--- config.mk ---
export PLATFORM = sky130hd
export DESIGN_NAME = mimo_frame_loader
export DESIGN_NICKNAME = d
export VERILOG_FILES = /design/src/rtl/mimo_frame_loader.sv
export SDC_FILE = /design/constraint.sdc
export NUM_CORES = 1
export LEC_CHECK = 0
export ABC_AREA = 1
export CAP_MARGIN = 20
export CORE_MARGIN = 1
export CORE_UTILIZATION = 25
export CTS_CLUSTER_DIAMETER = 60
export CTS_CLUSTER_SIZE = 25
export DETAILED_ROUTE_END_ITERATION = 7
export DONT_BUFFER_PORTS = 1
export HOLD_SLACK_MARGIN = 0.06
export SYNTH_ARGS = -nofsm -noshare
export SYNTH_HDL_FRONTEND = slang
export SYNTH_SLANG_ARGS = --single-unit
--- constraint.sdc ---
create_clock -name clk -period 32.5 [get_ports clk]
set_input_delay 8.125 -clock clk [delete_from_list [all_inputs] [get_ports clk]]
set_output_delay 8.125 -clock clk [all_outputs]
set_load 0.02 [all_outputs]
--- src/rtl/mimo_frame_loader.sv ---
// mimo_frame_loader: serial operand loader and result capture for the 2x2 QR MIMO detector.
// Collects one H matrix and N_SYM y vectors per frame and holds them steady on the det_* outputs.
// After DET_LAT settle cycles it captures {demod_1, demod_2} and offers it on a valid/ready port.
// Optional feature macro: MIMO_H_HOLD_EN adds the h_hold input, so a frame can reuse the stored H.
module mimo_frame_loader #(
    parameter int unsigned W       = 28,
    parameter int unsigned N_SYM   = 4,
    parameter int unsigned DET_LAT = 2
) (
    input  logic                clk,
    input  logic                rst,
    input  logic signed [W-1:0] in_data,
    input  logic                in_valid,
    input  logic                in_sof,
`ifdef MIMO_H_HOLD_EN
    input  logic                h_hold,
`endif
    output logic                in_ready,
    output logic signed [W-1:0] det_H11_real,
    output logic signed [W-1:0] det_H11_imag,
    output logic signed [W-1:0] det_H12_real,
    output logic signed [W-1:0] det_H12_imag,
    output logic signed [W-1:0] det_H21_real,
    output logic signed [W-1:0] det_H21_imag,
    output logic signed [W-1:0] det_H22_real,
    output logic signed [W-1:0] det_H22_imag,
    output logic signed [W-1:0] det_y_real_1,
    output logic signed [W-1:0] det_y_imag_1,
    output logic signed [W-1:0] det_y_real_2,
    output logic signed [W-1:0] det_y_imag_2,
    input  logic [2:0]          demod_1,
    input  logic [2:0]          demod_2,
    output logic [5:0]          out_sym,
    output logic                out_valid,
    input  logic                out_ready,
    output logic                out_last,
    output logic                err_sof
);

    localparam logic [2:0] IDLE   = 3'd0;
    localparam logic [2:0] LOAD_H = 3'd1;
    localparam logic [2:0] LOAD_Y = 3'd2;
    localparam logic [2:0] SETTLE = 3'd3;
    localparam logic [2:0] OUT    = 3'd4;

    logic [2:0]          state;
    logic [2:0]          widx;
    logic [7:0]          sym_idx;
    logic [3:0]          cnt;
    logic signed [W-1:0] h_reg [8];
    logic signed [W-1:0] y_reg [4];

    logic       accept;
    logic       hold;
    logic       h_we;
    logic       y_we;
    logic [2:0] h_addr;
    logic [1:0] y_addr;

`ifdef MIMO_H_HOLD_EN
    assign hold = h_hold;
`else
    assign hold = 1'b0;
`endif

    assign in_ready = (state == IDLE) || (state == LOAD_H) || (state == LOAD_Y);
    assign accept   = in_valid & in_ready;

    // Route each accepted word to its operand register; a sof word always restarts the frame.
    always_comb begin
        h_we   = 1'b0;
        y_we   = 1'b0;
        h_addr = widx;
        y_addr = widx[1:0];
        if (accept) begin
            if (in_sof) begin
                if (hold) begin
                    y_we   = 1'b1;
                    y_addr = 2'd0;
                end else begin
                    h_we   = 1'b1;
                    h_addr = 3'd0;
                end
            end else if (state == LOAD_H) begin
                h_we = 1'b1;
            end else if (state == LOAD_Y) begin
                y_we = 1'b1;
            end
        end
    end

    // Operand registers: written only by accepted words, never cleared between frames.
    always_ff @(posedge clk or posedge rst) begin
        if (rst) begin
            for (int i = 0; i < 8; i++) h_reg[i] <= '0;
            for (int i = 0; i < 4; i++) y_reg[i] <= '0;
        end else begin
            if (h_we) h_reg[h_addr] <= in_data;
            if (y_we) y_reg[y_addr] <= in_data;
        end
    end

    // Frame sequencing, settle timer and output handshake.
    always_ff @(posedge clk or posedge rst) begin
        if (rst) begin
            state     <= IDLE;
            widx      <= 3'd0;
            sym_idx   <= 8'd0;
            cnt       <= 4'd0;
            out_sym   <= 6'd0;
            out_valid <= 1'b0;
            out_last  <= 1'b0;
            err_sof   <= 1'b0;
        end else begin
            err_sof <= 1'b0;
            case (state)
                IDLE, LOAD_H, LOAD_Y: begin
                    if (accept) begin
                        if (in_sof) begin
                            // Any sof restarts; it is only an error when a frame was in flight.
                            err_sof <= (state != IDLE);
                            widx    <= 3'd1;
                            sym_idx <= 8'd0;
                            state   <= hold ? LOAD_Y : LOAD_H;
                        end else if (state == LOAD_H) begin
                            if (widx == 3'd7) begin
                                state   <= LOAD_Y;
                                widx    <= 3'd0;
                                sym_idx <= 8'd0;
                            end else begin
                                widx <= widx + 3'd1;
                            end
                        end else if (state == LOAD_Y) begin
                            if (widx == 3'd3) begin
                                state <= SETTLE;
                                cnt   <= 4'd0;
                            end else begin
                                widx <= widx + 3'd1;
                            end
                        end
                    end
                end
                SETTLE: begin
                    if (cnt == 4'(DET_LAT - 1)) begin
                        out_sym   <= {demod_1, demod_2};
                        out_valid <= 1'b1;
                        out_last  <= (sym_idx == 8'(N_SYM - 1));
                        state     <= OUT;
                    end else begin
                        cnt <= cnt + 4'd1;
                    end
                end
                OUT: begin
                    if (out_ready) begin
                        out_valid <= 1'b0;
                        out_last  <= 1'b0;
                        if (out_last) begin
                            state <= IDLE;
                        end else begin
                            sym_idx <= sym_idx + 8'd1;
                            widx    <= 3'd0;
                            state   <= LOAD_Y;
                        end
                    end
                end
                default: state <= IDLE;
            endcase
        end
    end

    assign det_H11_real = h_reg[0];
    assign det_H11_imag = h_reg[1];
    assign det_H12_real = h_reg[2];
    assign det_H12_imag = h_reg[3];
    assign det_H21_real = h_reg[4];
    assign det_H21_imag = h_reg[5];
    assign det_H22_real = h_reg[6];
    assign det_H22_imag = h_reg[7];
    assign det_y_real_1 = y_reg[0];
    assign det_y_imag_1 = y_reg[1];
    assign det_y_real_2 = y_reg[2];
    assign det_y_imag_2 = y_reg[3];

endmodule

# Yosys cells after proc, flatten, opt, wreduce, memory -nomap -nowiden
# Index checks and enable logic that the tools add are counted.
# totals
input_bits,39
regBits,363
word_cells,125
output_inout_bits,346
# op_classes
reduce_logical,16
eq_ne,23
muxes,56
n_addsub,3
order_cmp,4
bitwise_logic,3
# ops
op,n
$bwmux W224,1
$bwmux W112,1
$demux W28 S3,1
$demux W28 S2,1
$mux W28,2
$mux W3,18
$mux W8,6
$mux W4,6
$ne A2 B2 Y1 const B,9
$reduce_and A6 Y1,3
$ne A4 B4 Y1 const B,4
$pmux W8 S2,1
$mux W1,13
$eq A3 B2 Y1 const B,3
$pmux W3 S3,1
$add A8 B1 Y8 const B,1
$eq A8 B2 Y1 const B,1
$pmux W4 S2,1
$reduce_and A7 Y1,1
$eq A3 B3 Y1 const B,2
$ne A3 B3 Y1 const B,2
$pmux W3 S2,1
$reduce_bool A2 Y1,3
$add A4 B1 Y4 const B,1
other kinds (19),22

# Logic depth before layout (Yosys ltp)
# Gate-level depths: netlist of the first run.
# depth
depth_word,11
mapped_depth,10
mapped_depth_nobuf,9

# Worst setup path before layout of the first run
# Ideal clock, no wire load.
# synth_timing
path_type,input to register
startpoint,input port in_valid
endpoint,register h_reg (netlist bit det_H21_imag[10])
t_arrival_ns,9.104
slack_ns,23.330
cell_stages,8
required_time_ns,32.435
cell_sequence,nand3_1 -> inv_1 -> nand2_1 -> nor2_4 -> buf_4 -> buf_2 -> nand3_1 -> nand2_1
# synth_via
elab_chain_cells,8
word_cells_on_any_way,10
# synth_rtl
item,line_no,rtl
from (decl),13,"input logic in_valid,"
$and A1 B1 Y1 *,67,assign accept = in_valid & in_ready;
$mux W3,75,if (accept) begin
$not A3 Y4 (not written as such),98,if (h_we) h_reg[h_addr] <= in_data;
$ge A4 B4 Y1 (not written as such) / $lt A4 B1 Y1 (equally long branches),98,
$logic_and A1 B1 Y1 (not written as such),98,
$mux W28 (not written as such),98,
$demux W28 S3,98,
$bwmux W224,98,
"to (signal, indexed assignment)",98,
to (decl),50,logic signed [W-1:0] h_reg [8];
# Mark *: on every way between the ends. The rest lies on a longest branch, timed or not.
# A chain may end at the register's enable or synchronous reset.

# Final worst setup path of the first run
# layout_timing
startpoint,input port in_sof
endpoint,register h_reg (netlist bit det_H12_imag[27])
# layout_via
elab_chain_cells,8
word_cells_on_any_way,11
# layout_rtl
item,line_no,rtl
from (decl),14,"input logic in_sof,"
$mux W3,76,if (in_sof) begin
$mux W3,75,
$not A3 Y4 (not written as such),98,
$ge A4 B4 Y1 (not written as such) / $lt A4 B1 Y1 (equally long branches),98,
$logic_and A1 B1 Y1 (not written as such),98,
$mux W28 (not written as such),98,
$demux W28 S3,98,
$bwmux W224,98,
# Parallel ways exist; a longest one is shown, timed or not.

==> results.sh, run 1 <==
export IMPL_drt_pass1_iterations=5
export IMPL_dieWidth_um=243.6
export IMPL_synth_cells=1620
export IMPL_drc=0
export IMPL_drtIter0Drc=883
export IMPL_fin_hold_ws_ns=0.5276
export IMPL_status="finished clean"
export IMPL_area_delta_synth_final_pct=13.45
export IMPL_cts_root_buf="clkbuf_16"
export IMPL_layout_drive_gt1_share=0.06650
export IMPL_nNetsFinal=1598
export IMPL_path_max_fanout=82
export IMPL_worstPathCellList="nand4_1 > nand2_1 > nor2_4 > buf_4 > nand2_2 > nand2_1 > nand2_1"
export IMPL_powerDensity_nw_per_um2=107.8
export IMPL_hpwl_um=33570
export IMPL_cp_slowest_cell="buf_4"
export IMPL_stdcell_count=2346
export IMPL_num_vias=11170
export IMPL_synth_mux_area_frac=0
export IMPL_slew_headroom=0.3095
export IMPL_insertion_delay_ns=0.57
export IMPL_ctsResizeCount=0
export IMPL_grt_pass1_wl_um=74050
export IMPL_rsz0062_at_grt="no"
export IMPL_wirelength_um=51010
export IMPL_dieHeight_um=243.6
export IMPL_post_drt_wl_per_cell_um=21.74
export IMPL_yosys_most_used_dff="dfrtp_1"
export IMPL_die_area_um2=59320
export IMPL_synth_compound_gate_area_share=0.04503
export IMPL_drv_slew=0
export IMPL_yosys_register_bits=363
export IMPL_synth_edff_count=0
export IMPL_r2r_start="state[2]"
export IMPL_vias_per_cell=4.761
export IMPL_start_kind="input pin"
export IMPL_grt_pass1_vias=10880
export IMPL_synth_top_family_by_area="simple AND/OR/NAND/NOR gates"
export IMPL_antenna_found_initial=2
export IMPL_synth_simple_area_share=0.2704
export IMPL_cts_setup_buffers=0
export IMPL_grt_total_usage=0.1679
export IMPL_layout_cells_most_common_list="nand2_1, dfrtp_1, nand3_1"
export IMPL_syn_area_um2=14590
export IMPL_final_common_cell="nand2_1"
export IMPL_cpMostUsedCell="nand2_1"
export IMPL_worst_endpoint_arrival_ns=11.00
export IMPL_final_antenna_net_count=0
export IMPL_htreeDepth=2
export IMPL_clk_pin_slew_ns=0.06
export IMPL_crit_start="in_sof"
export IMPL_synthXorXnorAreaFrac=0.0006004
export IMPL_core_um2=57700
export IMPL_crit_required_ns=32.93
export IMPL_std_cell_rows=88
export IMPL_yosysSeqAreaShare=0.6227
export IMPL_cts_tree="yes"
export IMPL_avgSynthCellArea_um2=9.005
export IMPL_clock_skew_ns=0.02525
export IMPL_worstSetupPathType="input pin to flip-flop"
export IMPL_vdd_drop_max_mv=0.04901
export IMPL_postCtsHoldBufs=0
export IMPL_async_flop_share=1.000
export IMPL_hp_start="cnt[3]"
export IMPL_finalHoldViolCount=0
export IMPL_synth_adder_area_share=0.007719
export IMPL_clock_tree_buffer_depth=3
export IMPL_yosysWarnings=0
export IMPL_cts_made_buffers=38
export IMPL_syn_num_nets=1668
export IMPL_grt_max_degree=160
export IMPL_layout_min_cycle_time_ns=10.57
export IMPL_slowest_delay_ns=0.83
export IMPL_leakage_nw=8.431
export IMPL_power_total_w=0.001784
export IMPL_fmaxAchievable_mhz=94.62
export IMPL_finalSetupViolCount=0
export IMPL_io_buffer_count=0
export IMPL_placed_cells=2274
export IMPL_min_path_type="flip-flop to flip-flop"
export IMPL_maxCapViolations=0
export IMPL_start_util=0.2528
export IMPL_period_share=0.3252
export IMPL_worstMarginPinSlew_ns=1.032
export IMPL_end_kind="flip-flop"
export IMPL_synth_cell_types=26
export IMPL_clock_sinks=363
export IMPL_fin_tns_setup_ns=0
export IMPL_routabilityCongestion=0.8477
export IMPL_gr_total_overflow=0
export IMPL_pin_count=385
==> per-stage QoR <==
stage            util  cell area (um^2)  worst slack (ns)
6_report       0.2868             16550             21.93
5_1_grt        0.2868             16540             21.65
4_1_cts        0.2863             16520             22.01
3_5_place_dp   0.2616             15090             21.40
3_3_place_gp   0.2616             15090             21.47
2_1_floorplan       -             14590             14.30
==> power by group <==
group	leakage, nW	total [W]	switching (W)	internal (W)
clock	0.690	0.000497	0.000230	0.000266
sequential	4.78	0.00100	0.000379	0.000624
combinational	2.96	0.000285	0.000195	0.0000902
==> routing by layer <==
metal / global-route usage / up-vias / wire length (um)
met2: 0.2751 / 530 / 24360
met4: 0.07390 / 0 / 2011
li1: - / 5041 / -
met1: 0.1977 / 5485 / 19470
met5: 0 / - / 0
met3: 0.05915 / 113 / 5171
==> synth_stat cells (3+ instances only) <==
| library cell | count | area share |
|---|---|---|
| nor2_2 | 3 | 0.0013 |
| a21oi_1 | 4 | 0.0014 |
| inv_1 | 53 | 0.014 |
| clkbuf_1 | 55 | 0.014 |
| nand4_1 | 4 | 0.0017 |
| dfrtp_1 | 363 | 0.62 |
| nand3_1 | 254 | 0.087 |
| buf_2 | 48 | 0.016 |
| buf_4 | 16 | 0.0082 |
| o21ai_0 | 123 | 0.042 |
| ha_1 | 9 | 0.0077 |
| nor2_1 | 19 | 0.0049 |
| nand2_1 | 645 | 0.17 |
| nand2_2 | 8 | 0.0034 |
==> worst paths after layout <==
path                               endpoint  slack, ns  depth (start not counted)
max in group asynchronous  det_H21_imag[24]      23.50                          2
hold / removal                       cnt[3]       0.53                          2
min in group asynchronous  det_y_real_1[16]       7.53                          1
hold reg to reg                      cnt[3]       0.53                          2
setup reg to reg           det_H12_imag[27]      28.84                          9
setup / recovery           det_H12_imag[27]      21.93                          7
==> cell type report <==
class,count,area [um^2]
timing repair buffer,10,107.6
clock inverter,29,435.4
tap,765,957.2
clock buffer,40,989.7
fill,6043,41150
multi-input combinational,1083,4761
sequential,363,9084
antenna,2,5.005
inverter,54,210.2
==> critical path: cells and delay by family <==
kind	cells	cell delay (ns)
and+or+nand+nor	6	2.00
buffers and inverters	1	0.83
==> cell families after synthesis <==
family	Yosys count
AO/OA/AOI/OAI	130
AND/OR/NAND/NOR	943
buffers and inverters	174
adder cells (fa/ha/maj)	9
XOR/XNOR	1
flip-flops	363
Note: power is estimated with default switching activity, not from simulation.
==> inputs of run 2 (changes only) <==
- clock period: 32.5 -> 9.25 ns (I/O delays scaled with it)
==> results.sh, run 2 (synthesis results as in run 1) <==
export IMPL_power_total_w=0.006088
export IMPL_final_antenna_net_count=0
export IMPL_start_util=0.2528
export IMPL_hp_start="sym_idx[4]"
export IMPL_clock_skew_ns=0.02106
export IMPL_finalSetupViolCount=0
export IMPL_p_int_w=0.003335
export IMPL_worst_endpoint_arrival_ns=4.88
export IMPL_fin_area_um2=16390
export IMPL_start_kind="input pin"
export IMPL_r2r_start="state[2]"
export IMPL_cp_slowest_cell="buf_4"
export IMPL_wirelength_um=49640
export IMPL_path_max_fanout=61
export IMPL_cts_tree="yes"
export IMPL_hpwl_um=33140
export IMPL_area_delta_synth_final_pct=12.33
export IMPL_worstMarginPinSlew_ns=1.022
export IMPL_antenna_found_initial=1
export IMPL_std_cell_rows=88
export IMPL_worstSetupPathType="input pin to flip-flop"
export IMPL_cts_made_buffers=35
export IMPL_io_buffer_count=0
export IMPL_finalHoldViolCount=0
export IMPL_clock_tree_buffer_depth=3
export IMPL_cts_root_buf="clkbuf_16"
export IMPL_grt_pass1_vias=10910
export IMPL_maxCapViolations=0
export IMPL_dieHeight_um=243.6
export IMPL_pin_count=385
export IMPL_end_kind="flip-flop"
export IMPL_fin_tns_setup_ns=0
export IMPL_leakage_nw=8.360
export IMPL_stdcell_count=2342
export IMPL_drt_pass1_iterations=5
export IMPL_power_switching_w=0.002753
export IMPL_layout_drive_gt1_share=0.06413
export IMPL_fmaxAchievable_mhz=224.9
export IMPL_num_vias=11040
export IMPL_clock_sinks=363
export IMPL_share_comb_of_total_power=0.163
export IMPL_final_common_cell="nand2_1"
export IMPL_seqPwrFrac=0.579
export IMPL_rsz0062_at_grt="no"
export IMPL_nNetsFinal=1598
export IMPL_grt_pass1_wl_um=73980
export IMPL_min_to="sym_idx[4]"
export IMPL_min_path_type="flip-flop to flip-flop"
export IMPL_crit_required_ns=9.69
export IMPL_reg2reg_depth=10
export IMPL_pwr_share_clk=0.257
export IMPL_drv_slew=0
export IMPL_powerDensity_nw_per_um2=371.5
export IMPL_cts_setup_buffers=0
export IMPL_post_drt_wl_per_cell_um=21.20
export IMPL_reg2reg_to="det_H22_imag[19]"
export IMPL_htreeDepth=2
export IMPL_layout_cells_most_common_list="nand2_1, dfrtp_1, nand3_1"
export IMPL_post_place_ws_ns=4.233
export IMPL_drc=0
export IMPL_insertion_delay_ns=0.57
export IMPL_clk_pin_slew_ns=0.08
export IMPL_slowest_delay_ns=0.62
export IMPL_status="finished clean"
export IMPL_drtIter0Drc=858
export IMPL_reg2reg_slack_ns=5.92
export IMPL_period_share=0.4807
export IMPL_switching_share=0.4522
export IMPL_slew_headroom=0.3185
export IMPL_grt_max_degree=164
export IMPL_hold_depth=2
export IMPL_postCtsHoldBufs=0
export IMPL_worstPathCellList="nand3_1 > nor2_1 > nor2_1 > nor2_4 > buf_4 > buf_4 > nand2_2 > nand2_1 > nand2_1"
export IMPL_placed_cell_area_um2=15120
export IMPL_routabilityCongestion=0.8525
export IMPL_grt_total_usage=0.1662
export IMPL_setup_ws_ns=4.804
export IMPL_vdd_drop_max_mv=0.1658
export IMPL_core_um2=57700
export IMPL_gr_total_overflow=0
export IMPL_layout_min_cycle_time_ns=4.446
export IMPL_ctsResizeCount=0
export IMPL_dieWidth_um=243.6
export IMPL_vias_per_cell=4.713
export IMPL_placed_cells=2278
export IMPL_die_area_um2=59320
-- run 2: cell count changes in the layout (fill, tap and decap cells not counted), moves of 2 or more --
cell | previous run | this run
buf_4 | 8 | 12
bufinv_16 | 3 | 1
clkbuf_16 | 39 | 36
clkbuf_8 | 1 | 4
clkinv_8 | 3 | 6
inv_16 | 5 | 1
inv_6 | 6 | 2
-- run 2: worst max-delay path by stage --
stage	from	end	slack, ns
after global placement	in_valid	det_H22_imag[11]	4.29
after global routing	in_valid	det_H22_imag[21]	4.62
after floorplan	rst	cnt[0]	2.07
after CTS	in_valid	det_H12_real[6]	4.84
final	in_valid	det_H12_real[6]	4.80
after detailed placement	in_sof	det_H22_imag[19]	4.23
-- run 2: critical path: cells and delay by family --
family	cells	cell delay, ns
AND/OR/NAND/NOR	7	1.30
buffers and inverters	2	1.21
-- run 2: cell type report --
class	instances	area (um^2)
diodes	2	5.005
multi-input cells	1083	4761
well taps	765	957.2
flip-flops and latches	363	9084
fillers	6056	41310
clock inverters	22	307.8
inverters	54	206.4
clock buffers	40	955.9
repair buffers	13	110.1
-- run 2: through the flow --
| step | util | hold WS (ns) |
|---|---|---|
| after detailed placement | 0.2620 | 0.5005 |
| after global placement | 0.2620 | 0.4930 |
| after global routing | 0.2839 | 0.5392 |
| after CTS | 0.2839 | 0.5199 |
| final | 0.2840 | 0.5145 |
| after floorplan | - | 0.4746 |
-- run 2: power groups by stage --
stage               logic [W]  registers [W]  clock network [W]
finish               0.000994        0.00353            0.00157
global route          0.00118        0.00359            0.00167
CTS                   0.00101        0.00353            0.00162
detailed placement    0.00101        0.00355                  0
global placement     0.000960        0.00354                  0
floorplan            0.000829        0.00329                  0
-- run 2: per-layer routing --
metal,vias up,track usage,wire length (um)
li1,5033,-,-
met1,5408,0.1970,19130
met2,489,0.2707,23790
met3,108,0.05651,4686
met4,0,0.07647,2038
met5,-,0,0
==> RTL edit 1, RTL diff (config.mk and constraints of run 2) <==
The parameter `W` goes from 28 to 24.
--- a/src/rtl/mimo_frame_loader.sv
+++ b/src/rtl/mimo_frame_loader.sv
@@ -3,7 +3,7 @@
 // After DET_LAT settle cycles it captures {demod_1, demod_2} and offers it on a valid/ready port.
 // Optional feature macro: MIMO_H_HOLD_EN adds the h_hold input, so a frame can reuse the stored H.
 module mimo_frame_loader #(
-    parameter int unsigned W       = 28,
+    parameter int unsigned W       = 24,
     parameter int unsigned N_SYM   = 4,
     parameter int unsigned DET_LAT = 2
 ) (
Interface: changed (13 resized); port bits go from 385 to 333. The function was not compared with the original's and may differ.
==> RTL edit 1 against run 2 <==
Highest routed layer unchanged. Total power is 5.9% lower. Area after synthesis is 8.9% lower. Sequential share of layout area down 3.2 points. Combinational power rose by 4%. Die area shrank 8.8%. Routed wire length fell by 8.8%. Sequential cell count shrank 48. Clock skew shrank 2.9 ps. Setup slack got worse by 290 ps. Register-to-register slack worse by 380 ps. Design area down 7.9%. Via count decreased by 9.0%. Maximum frequency shrank 6.1%. Critical endpoint is now det_H12_imag[6].
==> RTL edit 1: results (changes against run 2) <==
[worst_setup_path]
r2r_start = state[0]
crit_start = in_sof
worstReg2RegEnd = det_H12_imag[6]
crit_fanout = 49  ; -20%
critPathSlowestCell = inv_2
reg2reg_slack_ps = 5540  ; -380 ps
arrival_ps = 5160  ; +280 ps
reg2reg_depth = 7  ; -3

[cells_and_area]
n_antenna_cell = 0  ; -2
seq_area_sq_um = 7880  ; -13%
num-nonclk-inverters = 124  ; +130%
fillers = 5472  ; -9.6%
clk_share = 0.0895  ; +0.0124
multi_input_area_sq_um = 4440  ; -6.8%
nonClkBufAreaFrac = 0.00646  ; -0.000255
layout-drive-gt1-share = 0.0697  ; +0.00559
multi_input_gates = 945  ; -13%

[grt]
antenna_found_initial = 0  ; -1
grt_pass1_wl_um = 66800  ; -9.8%
track_usage = 0.166  ; -0.000375
grt_max_degree = 85  ; -48%

[detailed_routing]
drt-wirelength-per-cell_um = 21.0  ; -0.75%
vias = 10000  ; -9.0%
drt-initial-drc-count = 953  ; +11%

[clock_network]
numCtsBuffers = 36  ; +2.9%
cts_setup_buffers = 0  ; unchanged
clockBufferDepth = 3  ; unchanged

[place]
gp_congestion = 0.833  ; -2.3%
dp_hpwl_um = 30500  ; -8.0%

[power]
p_leak_nw = 7.45  ; -11%
combPwrFrac = 0.180  ; +0.017
pwr-share-clk = 0.277  ; +0.020
internal_power_mw = 3.13  ; -6.1%
pg_comb_mw = 1.03  ; +4%

[logic_synthesis]
synth.area.top_cells = dfrtp_1 59%, nand2_1 14%, nand3_1 7.0%
yosysSeqAreaShare = 0.593  ; -0.0295
synth_nets = 1534  ; -8.0%
yosys_register_bits = 315  ; -13%
synth_commonest_cells = 494 x nand2_1, 315 x dfrtp_1, 186 x nand3_1, 123 x o21ai_0, 119 x inv_1
ys_types = 29  ; +12%

[timing]
worstMarginPinSlew_ps = 1000  ; -21.9 ps
whs_ps = 531  ; +16.6 ps
fin_skew_ps = 18.1  ; -2.94 ps

[min_path]
hp-start = cnt[3]
min_to = cnt[3]

[run_status]
status = complete, no violations

==> RTL edit 1: per-stage QoR <==
stage | cell area (sq um) | instances | setup WS [ps] | utilization
3_5_place_dp | 13700 | 2085 | 3850 | 0.262
3_3_place_gp | 13700 | 2085 | 3900 | 0.262
5_1_grt | 15100 | 2151 | 4180 | 0.287
2_1_floorplan | 13300 | 1490 | 2740 | -
4_1_cts | 15100 | 2151 | 4470 | 0.287
6_report | 15100 | 2151 | 4520 | 0.287
==> RTL edit 1: logic make-up after synthesis <==
family                   Yosys count  share of synthesized area
AO/OA/AOI/OAI                    205                     0.0915
buffers and inverters            230                     0.0741
flip-flops                       315                      0.593
AND/OR/NAND/NOR                  730                      0.232
adder cells (fa/ha/maj)            9                    0.00847
XOR/XNOR                           1                   0.000659
==> RTL edit 1: metal layers <==
layer	global-route usage	up-vias	wire length, um	share of wire
met3	0.0623	64	4520	0.10
li1	-	4646	-	-
met4	0.0494	0	1090	0.024
met5	0	-	0	0
met2	0.271	400	22000	0.49
met1	0.201	4939	17600	0.39
==> RTL edit 2, RTL diff (config.mk and constraints of run 2) <==
Made on the original files. Compare `sym_idx` against `8'(N_SYM - 1)` with >= in place of ==.
--- a/src/rtl/mimo_frame_loader.sv
+++ b/src/rtl/mimo_frame_loader.sv
@@ -144,7 +144,7 @@
                     if (cnt == 4'(DET_LAT - 1)) begin
                         out_sym   <= {demod_1, demod_2};
                         out_valid <= 1'b1;
-                        out_last  <= (sym_idx == 8'(N_SYM - 1));
+                        out_last  <= (sym_idx >= 8'(N_SYM - 1));
                         state     <= OUT;
                     end else begin
                         cnt <= cnt + 4'd1;
Behaviour: no difference found for any inputs over 4 cycles, from zero or initial values and one cycle with rst high; that may be too few to reach the edited logic, so the function may still have changed.
==> RTL edit 2 against run 2 <==
Synthesized cell count rose by 7.7%. Register-to-register slack barely moved. Total power rose by 2.8%. Non-clock buffer count rose by 1. Die area rose by 5.1%. Setup slack improved by 180 ps. Sequential power rose by 2%. Sequential cell count did not move. Routed wire length rose by 9.3%. Design area rose by 2.9%. Area after synthesis rose by 5.1%. Combinational power rose by 24%.
==> RTL edit 2: results (changes against run 2) <==
[logic_synthesis]
synth_fa_ha_area_frac = 0.00734  ; -0.000377
synth_commonest_cells = 775 x nand2_1, 363 x dfrtp_1, 157 x nand3_1, 136 x o21ai_0, 68 x o21ai_1
synth-compound-area-share = 0.0697  ; +0.0246
synth.area.top_cells = dfrtp_1 59%, nand2_1 19%, nand3_1 5.1%
ys_types = 34  ; +31%
yosys.area_share.xor_xnor = 0.000571  ; -0.0000293
yosysSeqAreaShare = 0.592  ; -0.0304

[grt]
track_usage = 0.170  ; +0.00338
grt_max_degree = 154  ; -6.1%
grt_pass1_wl_um = 79100  ; +7.0%
grt_pass1_vias = 11700  ; +7.3%

[clock_network]
numCtsBuffers = 30  ; -14%
clock_latency_ps = 620  ; +50 ps
htree_num_levels = 1  ; -1

[place]
dp_hpwl_um = 36100  ; +9.1%
gp_congestion = 0.825  ; -3.2%

[detailed_routing]
drt-wirelength-per-cell_um = 21.9  ; +3.4%
drt-initial-drc-count = 1019  ; +19%

[power]
swShare = 0.478  ; +0.0261
p_leak_nw = 8.82  ; +5.5%

[worst_setup_path]
r2r_start = state[0]
worstReg2RegEnd = det_H21_imag[15]
critPathMaxStageDelay_ps = 670  ; +50 ps
crit_fanout = 70  ; +15%
reg2reg_depth = 9  ; -1

[cells_and_area]
layout-drive-gt1-share = 0.0628  ; -0.00129
final_nets = 1712  ; +7.1%
fillers = 6313  ; +4.2%

[min_path]
hp-start = sym_idx[7]
min_to = sym_idx[7]

[run_status]
status = complete, no violations

[timing]
slew_headroom = 0.361  ; +0.0426

## RTL edit 2: area by class of cell
type                            instances  area, sq um  area share
Clock inverter                         25          348      0.0206
Clock buffer                           30          751      0.0445
Sequential cell                       363         9080       0.539
Inverter                               38          150     0.00890
Tap cell                              782          978      0.0580
Multi-Input combinational cell       1217         5390       0.320
Timing Repair Buffer                   14          150     0.00890
Antenna cell                            5         12.5    0.000742
## RTL edit 2: cell families (layout without fill, tap and decap cells)
group           after synthesis  in the layout
compound gates              211            211
xor+xnor                      1              1
fa+ha+maj                     9              9
buf+inv                     164            107
flops                       363            363
other cells                   0              5
simple gates                996            996
## RTL edit 2: worst max path at each step
stage / start / to / slack, ps / cells after the start
final: in_sof / det_H21_imag[15] / 4990 / 8
after global routing: in_sof / det_H21_imag[4] / 4700 / 8
after CTS: in_sof / det_H21_imag[1] / 4990 / 8
after detailed placement: in_sof / det_H21_imag[15] / 4310 / 8
after global placement: in_sof / det_H12_imag[15] / 4430 / 8
after floorplan: rst / cnt[0] / 2070 / 1
## RTL edit 2: worst max-delay path, delay by kind of cell
kind / cells / cell delay, ps
AND/OR/NAND/NOR: 7 / 1760
buffers and inverters: 1 / 670
## RTL edit 2: routing by layer
layer | global-route usage | vias to the layer above | part of all wire | wire (um)
met5 | 0 | - | 0 | 0
met4 | 0.0520 | 0 | 0.023 | 1240
met3 | 0.0558 | 79 | 0.10 | 5480
met2 | 0.280 | 490 | 0.47 | 25800
met1 | 0.209 | 5889 | 0.40 | 21700
li1 | - | 5395 | - | -
## RTL edit 2: power by group through the flow
stage | sequential, mW | combinational (mW) | clock [mW]
2_1_floorplan | 3.37 | 1.02 | 0
3_3_place_gp | 3.63 | 1.18 | 0
3_5_place_dp | 3.63 | 1.25 | 0
4_1_cts | 3.61 | 1.25 | 1.45
5_1_grt | 3.68 | 1.44 | 1.50
6_report | 3.61 | 1.23 | 1.41
## RTL edit 2: through the flow
| stage | setup WS (ps) | hold slack (ps) | cell area, sq um | cells |
|---|---|---|---|---|
| 2_1_floorplan | 2070 | 471 | 15300 | 1744 |
| 4_1_cts | 4990 | 512 | 16800 | 2468 |
| 3_3_place_gp | 4430 | 488 | 15700 | 2413 |
| 6_report | 4990 | 507 | 16900 | 2474 |
| 3_5_place_dp | 4310 | 493 | 15700 | 2413 |
| 5_1_grt | 4700 | 532 | 16900 | 2469 |
